**src/rtl/spi_cfg_regfile_if.sv**
```systemverilog
// SPI pin bundle between an external SPI master and the config register file.
// The master drives sck/nss/mosi; the register file drives miso and its output enable.
interface spi_cfg_regfile_if;
   logic sck;
   logic nss;
   logic mosi;
   logic miso;
   logic miso_oe;

   modport master (output sck, output nss, output mosi, input miso, input miso_oe);
   modport slave  (input sck, input nss, input mosi, output miso, output miso_oe);
endinterface

```
**src/rtl/spi_cfg_regfile.sv**
```systemverilog
// Addressed SPI mode-0 slave config register file, oversampled on the system clock.
// Writes land in shadow storage and are committed to the live config when nss rises.
module spi_cfg_regfile #(
   parameter int NREGS  = 8,
   parameter int DATA_W = 8,
   parameter int ADDR_W = 3
) (
   input  logic                    clk,
   input  logic                    arstn,
   spi_cfg_regfile_if.slave        spi,
   output logic [NREGS*DATA_W-1:0] cfg,
   output logic                    mute,
   output logic                    trig
);
   localparam logic [1:0] ST_IDLE = 2'd0;
   localparam logic [1:0] ST_CMD  = 2'd1;
   localparam logic [1:0] ST_DATA = 2'd2;

   localparam logic [ADDR_W:0] NREGS_L  = NREGS[ADDR_W:0];
   localparam logic [4:0]      LAST_CMD = 5'd7;
   localparam logic [4:0]      LAST_DAT = 5'(DATA_W - 1);

   // Pin synchronisers; the third sck/nss stage provides edge detection.
   logic [2:0] sck_sq;
   logic [2:0] nss_sq;
   logic [1:0] mosi_sq;

   always_ff @(posedge clk or negedge arstn) begin
      if (!arstn) begin
         sck_sq  <= 3'b000;
         nss_sq  <= 3'b111;
         mosi_sq <= 2'b00;
      end else begin
         sck_sq  <= {sck_sq[1:0], spi.sck};
         nss_sq  <= {nss_sq[1:0], spi.nss};
         mosi_sq <= {mosi_sq[0], spi.mosi};
      end
   end

   logic sck_rise, sck_fall, nss_rise, nss_fall, mosi_s;
   assign sck_rise = sck_sq[1] & ~sck_sq[2];
   assign sck_fall = ~sck_sq[1] & sck_sq[2];
   assign nss_rise = nss_sq[1] & ~nss_sq[2];
   assign nss_fall = ~nss_sq[1] & nss_sq[2];
   assign mosi_s   = mosi_sq[1];

   logic [1:0]        state_q;
   logic [7:0]        cmd_q;
   logic [DATA_W-2:0] word_q;
   logic [4:0]        bit_cnt_q;
   logic [ADDR_W-1:0] addr_q;
   logic              have_word_q;
   logic              reload_q;
   logic [DATA_W-1:0] out_q;
   logic              trig_q;
   logic [DATA_W-1:0] cfg_q    [NREGS];
   logic [DATA_W-1:0] shadow_q [NREGS];

   logic [7:0]        cmd_d;
   logic [DATA_W-1:0] word_d;
   logic              addr_ok;
   assign cmd_d   = {cmd_q[6:0], mosi_s};
   assign word_d  = {word_q, mosi_s};
   assign addr_ok = ({1'b0, addr_q} < NREGS_L);

   always_ff @(posedge clk or negedge arstn) begin
      if (!arstn) begin
         state_q     <= ST_IDLE;
         cmd_q       <= '0;
         word_q      <= '0;
         bit_cnt_q   <= '0;
         addr_q      <= '0;
         have_word_q <= 1'b0;
         reload_q    <= 1'b0;
         out_q       <= '0;
         trig_q      <= 1'b0;
         for (int i = 0; i < NREGS; i++) begin
            cfg_q[i]    <= '0;
            shadow_q[i] <= '0;
         end
      end else begin
         trig_q <= 1'b0;
         if (nss_rise) begin
            // Reaching DATA means the command byte was complete.
            state_q <= ST_IDLE;
            if (state_q == ST_DATA) begin
               if (cmd_q[7] && have_word_q) begin
                  for (int i = 0; i < NREGS; i++) cfg_q[i] <= shadow_q[i];
               end
               trig_q <= cmd_q[6];
            end
         end else if (nss_fall) begin
            state_q     <= ST_CMD;
            bit_cnt_q   <= '0;
            have_word_q <= 1'b0;
            reload_q    <= 1'b0;
            out_q       <= '0;
            for (int i = 0; i < NREGS; i++) shadow_q[i] <= cfg_q[i];
         end else begin
            case (state_q)
               ST_CMD: begin
                  if (sck_rise) begin
                     cmd_q <= cmd_d;
                     if (bit_cnt_q == LAST_CMD) begin
                        state_q   <= ST_DATA;
                        addr_q    <= cmd_d[ADDR_W-1:0];
                        bit_cnt_q <= '0;
                        reload_q  <= 1'b1;
                     end else begin
                        bit_cnt_q <= bit_cnt_q + 5'd1;
                     end
                  end
               end
               ST_DATA: begin
                  if (sck_rise) begin
                     word_q <= word_d[DATA_W-2:0];
                     if (bit_cnt_q == LAST_DAT) begin
                        if (cmd_q[7] && addr_ok) shadow_q[addr_q] <= word_d;
                        addr_q      <= addr_q + 1'b1;
                        have_word_q <= 1'b1;
                        bit_cnt_q   <= '0;
                        reload_q    <= 1'b1;
                     end else begin
                        bit_cnt_q <= bit_cnt_q + 5'd1;
                     end
                  end
                  // Read-back always sources committed cfg, never shadow.
                  if (sck_fall) begin
                     if (reload_q) begin
                        out_q    <= addr_ok ? cfg_q[addr_q] : '0;
                        reload_q <= 1'b0;
                     end else begin
                        out_q <= out_q << 1;
                     end
                  end
               end
               default: ;
            endcase
         end
      end
   end

   generate
      for (genvar gi = 0; gi < NREGS; gi++) begin : g_cfg
         assign cfg[gi*DATA_W +: DATA_W] = cfg_q[gi];
      end
   endgenerate

   assign spi.miso    = (state_q == ST_DATA) & out_q[DATA_W-1];
   assign spi.miso_oe = ~nss_sq[1];
   assign mute        = ~nss_sq[1];
   assign trig        = trig_q;
endmodule
```
**src/flat_wrapper.sv**
```systemverilog
// flat-port wrapper written by rule: the top's interface ports become plain ports
module spi_cfg_regfile_flat 
#(
   parameter int NREGS  = 8,
   parameter int DATA_W = 8,
   parameter int ADDR_W = 3
)
  (clk, arstn, cfg, mute, trig, spi_sck, spi_nss, spi_mosi, spi_miso, spi_miso_oe);
  spi_cfg_regfile_if spi_i ();
  input  logic clk;
  input  logic arstn;
  output logic [NREGS*DATA_W-1:0] cfg;
  output logic mute;
  output logic trig;
  input wire logic [$bits(spi_i.sck)-1:0] spi_sck;
  input wire logic [$bits(spi_i.nss)-1:0] spi_nss;
  input wire logic [$bits(spi_i.mosi)-1:0] spi_mosi;
  output wire logic [$bits(spi_i.miso)-1:0] spi_miso;
  output wire logic [$bits(spi_i.miso_oe)-1:0] spi_miso_oe;
  assign spi_i.sck = spi_sck;
  assign spi_i.nss = spi_nss;
  assign spi_i.mosi = spi_mosi;
  assign spi_miso = spi_i.miso;
  assign spi_miso_oe = spi_i.miso_oe;
  spi_cfg_regfile #(.NREGS(NREGS), .DATA_W(DATA_W), .ADDR_W(ADDR_W)) u_core (.clk(clk), .arstn(arstn), .spi(spi_i), .cfg(cfg), .mute(mute), .trig(trig));
endmodule
```
**config.mk**
```make
export PLATFORM = sky130hd
export DESIGN_NAME = spi_cfg_regfile_flat
export DESIGN_NICKNAME = d
export VERILOG_FILES = /design/src/rtl/spi_cfg_regfile_if.sv /design/src/rtl/spi_cfg_regfile.sv /design/src/flat_wrapper.sv
export SDC_FILE = /design/constraint.sdc
export NUM_CORES = 1
export LEC_CHECK = 0
export CORE_ASPECT_RATIO = 1.2
export CORE_MARGIN = 4
export CORE_UTILIZATION = 25
export DETAILED_ROUTE_END_ITERATION = 8
export PLACE_DENSITY = 0.48
export SLEW_MARGIN = 20
export SYNTH_ARGS = -nofsm -noshare
export SYNTH_HDL_FRONTEND = slang
export SYNTH_SLANG_ARGS = --single-unit
```
**constraint.sdc**
```tcl
create_clock -name clk -period 2.51 [get_ports clk]
set_clock_uncertainty 0.1 [all_clocks]
set_input_delay 0.502 -clock clk [delete_from_list [all_inputs] [get_ports clk]]
set_output_delay 0.502 -clock clk [all_outputs]
set_load 0.005 [all_outputs]
```
== After elaboration in Yosys (flattened, before gate mapping) ==
Index checks and enable logic that the tools add are counted.
Operators by class
  magnitude comparators: 2
  equality and inequality tests: 7
  add/subtract/negate cells: 2
  bitwise operators: 12
  multiplexer cells: 41
  reductions and logical operators: 24
Operator list (count)
  64-bit two-way mux: 5
  64-bit bitwise mux: 1
  8-bit two-way mux: 7
  8-bit binary-select mux with 3-bit select: 1
  8-bit demux with 3-bit select: 1
  5-bit two-way mux: 4
  2-bit nonzero test: 7
  3-bit two-way mux: 4
  3-bit AND reduction: 4
  4-bit AND reduction: 3
  3-bit nonzero test: 4
  1-bit two-way mux: 11
  2-bit two-way mux: 5
  7-bit AND reduction: 1
  2-bit by 1-bit != test with 1-bit output, second input constant: 3
  1-bit NOT: 6
  3-bit case mux with 2 select lines: 1
  5-bit by 1-bit adder with 5-bit output, second input constant: 1
  1-bit bitwise AND: 5
  5-bit by 3-bit equality test with 1-bit output, second input constant: 1
  5-bit AND reduction: 1
  4-bit >= comparator, second input constant: 1
  4-bit by 1-bit < comparator with 1-bit output, second input constant: 1
  3-bit NOT with 4-bit output: 1
  8 further kinds: 9
Storage, ports and cells
  input bits: 5
  bits in registers: 172
  word-level logic and storage cells: 116

== Longest topological paths before layout ==
  word-level depth: 11
  mapped depth: 9
  mapped depth without buffers: 6

== Worst setup path after synthesis ==
No wires, ideal clock.
  path type: flip-flop to flip-flop
  from: register u_core.nss_sq[1]
  to: register u_core.shadow_q[22] in the netlist's numbering
  arrival: 2177 ps
  cell stages (with the launch flop): 10
  path slack: 90 ps
  period minus slack after synthesis: 2420 ps
  setup time: 142 ps
  cells stage by stage: dfstp_2 -> inv_1 -> ha_1 -> buf_2 -> or2_1 -> clkbuf_1 -> or4_4 -> buf_2 -> nor4_1 -> a211oi_1
On the way
  cells in the longest elaborated chain, start to end: 4
  elaborated cells on any way between the ends: 10
  those cells by class: mux: 1; bitwise: 4; reduce/logical: 5
Ends and longest elaborated chain
  start: declaration: line spi_cfg_regfile.sv:25  | logic [2:0] nss_sq;
  start signal: assignment: line spi_cfg_regfile.sv:35  | nss_sq <= {nss_sq[1:0], spi.nss};
  1-bit NOT *
  named net mute: line flat_wrapper.sv:13  | output logic mute;
  1-bit bitwise AND *: line spi_cfg_regfile.sv:44  | assign nss_fall = ~nss_sq[1] & nss_sq[2];
  2-bit nonzero test (no source line)
  5-bit AND reduction (no source line)
  end signal: indexed assignment: line spi_cfg_regfile.sv:118  | if (cmd_q[7] && addr_ok) shadow_q[addr_q] <= word_d;
  end: declaration: line spi_cfg_regfile.sv:57  | logic [DATA_W-1:0] shadow_q [NREGS];
Mark *: on every way through the listed nets, which the timed path passes. The rest lies on a longest branch.
A chain may end at the register's enable or synchronous reset.

== Final worst setup path ==
  from: register u_core.nss_sq[2]
  to: register u_core.shadow_q[40] in the netlist's numbering
On the way
  cells in the longest elaborated chain, start to end: 4
  elaborated cells on any way between the ends: 10
  those cells by class: mux: 1; bitwise: 4; reduce/logical: 5
Ends and longest elaborated chain
  1-bit NOT: line spi_cfg_regfile.sv:43  | assign nss_rise = nss_sq[1] & ~nss_sq[2];
  1-bit bitwise AND: line spi_cfg_regfile.sv:43
  1-bit NOT (no source line)
  5-bit AND reduction (no source line)
Parallel ways exist; a longest one is shown, timed or not.

==> impl_metrics.yaml <==
die:
  rows: 70
  die_area_um2: 34300
  core_um2: 30700
  die_w_um: 170
  start_util_pct: 25.5
  num_io_pins: 73
  die_h_um: 202
cells_and_area:
  final_nets: 804
  diodes: 0
  n_fill_cell: 3096
  seq_area_um2: 4310
  area_growth_pct: 26.8
  multi_input_area_um2: 3280
  drive_gt1_share_pct: 21.7
run:
  maxCapViolations: 0
setup_path:
  cp.required_ns: 2.73
  crit_type: "register to register"
  r2r_start: "u_core.nss_sq[2]$_DFF_PN1_"
  reg2regPathDepth: 7
  max_stage_delay_ns: 0.59
  timing.rr.end: "u_core.shadow_q[40]$_DFFE_PN0P_"
  arrival_ns: 2.59
  end_kind: "register"
  crit_path_cell_trace: "inv_1, ha_1, or4b_1, o41ai_4, buf_4, nor2_1, a211oi_1"
  worstPathMaxFanout: 6
  start_kind: "register"
  worst_path_max_delay_cell: "or4b_1"
  ff2ff_setup_slack_ns: 0.14
yosys:
  synth_edf_count: 0
  async_flop_share_pct: 100
  synthCells: 693
  synthTopCellsByArea: "dfrtp_1, mux2_2, nor2_1, a211oi_1, mux2i_1"
  syn_avg_cell_area_um2: 11.3
  synth_top_cell_by_area: "dfrtp_1"
  synth-warning-count: 0
  syn_area_um2: 7850
  ys_ff_latch: 172
  netlist.area_leader.share_pct: 53.9
  ys_seq_area_share_pct: 54.9
  dominantRegCellSynth: "dfrtp_1"
  synth_cell_types: 61
  syn-num-nets: 704
clock_network:
  cts.sinks: 172
  cts_tree: "done"
  cts_max_path_buffers: 2
  cts_setup_buffers: 0
  cts_buffers: 17
  htreeDepth: 4
  clk_pin_slew_ns: 0.07
  insertion_delay_ns: 0.43
  cts_root_buf: "clkbuf_16"
sta:
  min_period_ns: 2.37
  setup_ws_ns: 0.144
  fin_setup_tns_ns: 0
  fmax_mhz: 423
  slew_headroom_pct: 46.4
  grt_setup_unrepaired: "no"
  hold_violations: 0
  post-route-period-util_pct: 94.3
  setup-violations-final: 0
  timing.final.max_slew_violations: 0
  tightest_slew_ns: 0.801
detailed_routing:
  top_layer: "met4"
  m1WireLength_um: 11500
  first_pass_iters: 5
  ant_nets: 0
  post_drt_via_cell_ratio: 4.95
  wl_met3_um: 724
  totalWireLength_um: 25300
  dr_wl_met2_um: 12700
  num_vias: 5953
  drc: 0
  drt_iter0_markers: 410
  wire_per_inst_um: 21.0
power_and_ir_drop:
  pwr_density_cell_nw_per_um2: 719
  power_leakage_nw: 4.45
  finalPower_w: 0.00715
  vdd_drop_max_uv: 494
grt:
  overflow: 0
  grt_util_all_layers_pct: 15.0
  antenna_found_initial: 0
  grt_max_degree: 52
  grt_pass1_wl_um: 39500
  grt_pass1_vias: 6100
placed_design:
  io_buffer_count: 72
  post-place-ws_ns: 0.157
  hpwl_um: 18400
  gp_congestion: 0.830
worst_hold_path:
  hold_path.startpoint: "u_core.mosi_sq[0]$_DFF_PN0_"
  holdCritPathClass: "register to register"
  min_to: "u_core.mosi_sq[1]$_DFF_PN0_"
  worstHoldPathCells: 0
outcome:
  status: "completed"
layer usage:
metal	vias up	global-route usage [%]
li1	2738	-
met1	3067	20.6
met2	131	24.8
met3	17	2.19
met4	0	3.91
met5	-	0
worst max-delay path: cells and delay by family (launching register included):
kind            cells  cell delay, ns
simple gates        2            0.64
compound gates      2            0.52
buf+inv             2            0.27
flops               1            0.54
fa+ha+maj           1            0.19
synthesized netlist by cell type, types with 6 or more instances:
| cell type | number |
|---|---|
| a211oi_1 | 32 |
| a21oi_1 | 16 |
| a221o_1 | 10 |
| a221oi_1 | 18 |
| and3_1 | 11 |
| buf_2 | 11 |
| clkbuf_1 | 25 |
| dfrtp_1 | 169 |
| ha_1 | 6 |
| inv_1 | 26 |
| mux2_2 | 65 |
| mux2i_1 | 22 |
| nand2_1 | 34 |
| nand3_1 | 9 |
| nand4_1 | 7 |
| nor2_1 | 87 |
| nor3_1 | 16 |
| o21ai_0 | 37 |
| o221a_2 | 7 |
how the worst max path moves through the flow:
| stage | start | endpoint | slack [ns] | depth (start not counted) |
|---|---|---|---|---|
| after floorplan | u_core.nss_sq[1]$_DFF_PN1_ | u_core.shadow_q[22]$_DFFE_PN0P_ | 0.09 | 9 |
| after global placement | u_core.nss_sq[1]$_DFF_PN1_ | u_core.shadow_q[50]$_DFFE_PN0P_ | 0.23 | 6 |
| after detailed placement | u_core.nss_sq[2]$_DFF_PN1_ | u_core.shadow_q[40]$_DFFE_PN0P_ | 0.16 | 7 |
| after CTS | u_core.nss_sq[2]$_DFF_PN1_ | u_core.shadow_q[40]$_DFFE_PN0P_ | 0.13 | 7 |
| after global routing | u_core.nss_sq[2]$_DFF_PN1_ | u_core.shadow_q[40]$_DFFE_PN0P_ | 0.01 | 7 |
| final | u_core.nss_sq[2]$_DFF_PN1_ | u_core.shadow_q[40]$_DFFE_PN0P_ | 0.14 | 7 |
logic make-up after synthesis:
family / share of synthesized area, %
xor gates and xnor gates: 0.112
adders and majority gates: 0.957
DFF: 54.9
muxes: 13.6
buffers and inverters: 3.71
AOI/OAI and AO/OA: 13.7
and+or+nand+nor: 13.0
layout make-up:
cell class / instances / share of cell area, %
multi-input combinational: 451 / 32.9
inverter: 27 / 1.02
sequential: 172 / 43.3
clock buffer: 20 / 4.69
clock inverter: 12 / 1.37
timing repair buffer: 124 / 11.7
tap: 396 / 4.98
metrics by stage:
step / area (um^2) / instances / util, % / hold slack, ns
3_5_place_dp: 9320 / 1169 / 30.3 / 0.244
2_1_floorplan: 7850 / 693 / - / 0.106
6_report: 9950 / 1202 / 32.4 / 0.264
5_1_grt: 9950 / 1202 / 32.4 / 0.281
3_3_place_gp: 9320 / 1169 / 30.3 / 0.245
4_1_cts: 9950 / 1202 / 32.4 / 0.273
report_power, final:
part           switching [W]  total, W  internal (W)
clock                0.00115   0.00270       0.00155
sequential          0.000217   0.00322       0.00300
combinational       0.000753   0.00123      0.000481
total                0.00212   0.00715       0.00503
placed cells by master (no fill, tap or decap), types with 3 or more instances in the layout:
cell / instances
nand3b_1: 4
nor2b_1: 4
clkbuf_16: 17
mux2i_1: 22
nand4_1: 7
ha_1: 5
nand4bb_1: 3
dfrtp_1: 169
clkbuf_8: 3
inv_1: 26
clkdlybuf4s50_1: 70
nor4_1: 5
a21oi_1: 16
o21ai_1: 3
a211oi_1: 32
and3_1: 11
clkinvlp_4: 3
nor3_1: 16
o21ai_0: 37
nor3b_1: 4
a221o_1: 10
nand2b_1: 4
mux4_2: 5
clkinv_4: 3
nand2_1: 34
nor2_1: 87
buf_4: 46
nand3_1: 8
or3_1: 3
dfstp_2: 3
a221oi_1: 18
mux2_2: 65
o221a_2: 7
and2_1: 3
a31oi_1: 4
buf_12: 4
state kept, by name, summed over array words and instances, names as in the netlist:
register and flops:
u_core.nss_sq 3, u_core.addr_q 3, u_core.reload_q 1, u_core.have_word_q 1, u_core.word_q 7, u_core.sck_sq 3
u_core.cfg 64, u_core.shadow_q 64, u_core.mosi_sq 2, u_core.out_q 8, u_core.state_q 2, u_core.trig 1
u_core.bit_cnt_q 5, u_core.cmd_q 8
what timing repair did:
item	CTS	global route
hold endpoints to repair	46	0
hold buffers	1	0
endpoints found under the setup margin	1	0
resized for setup	4	0
(Power assumes the default switching activity.)
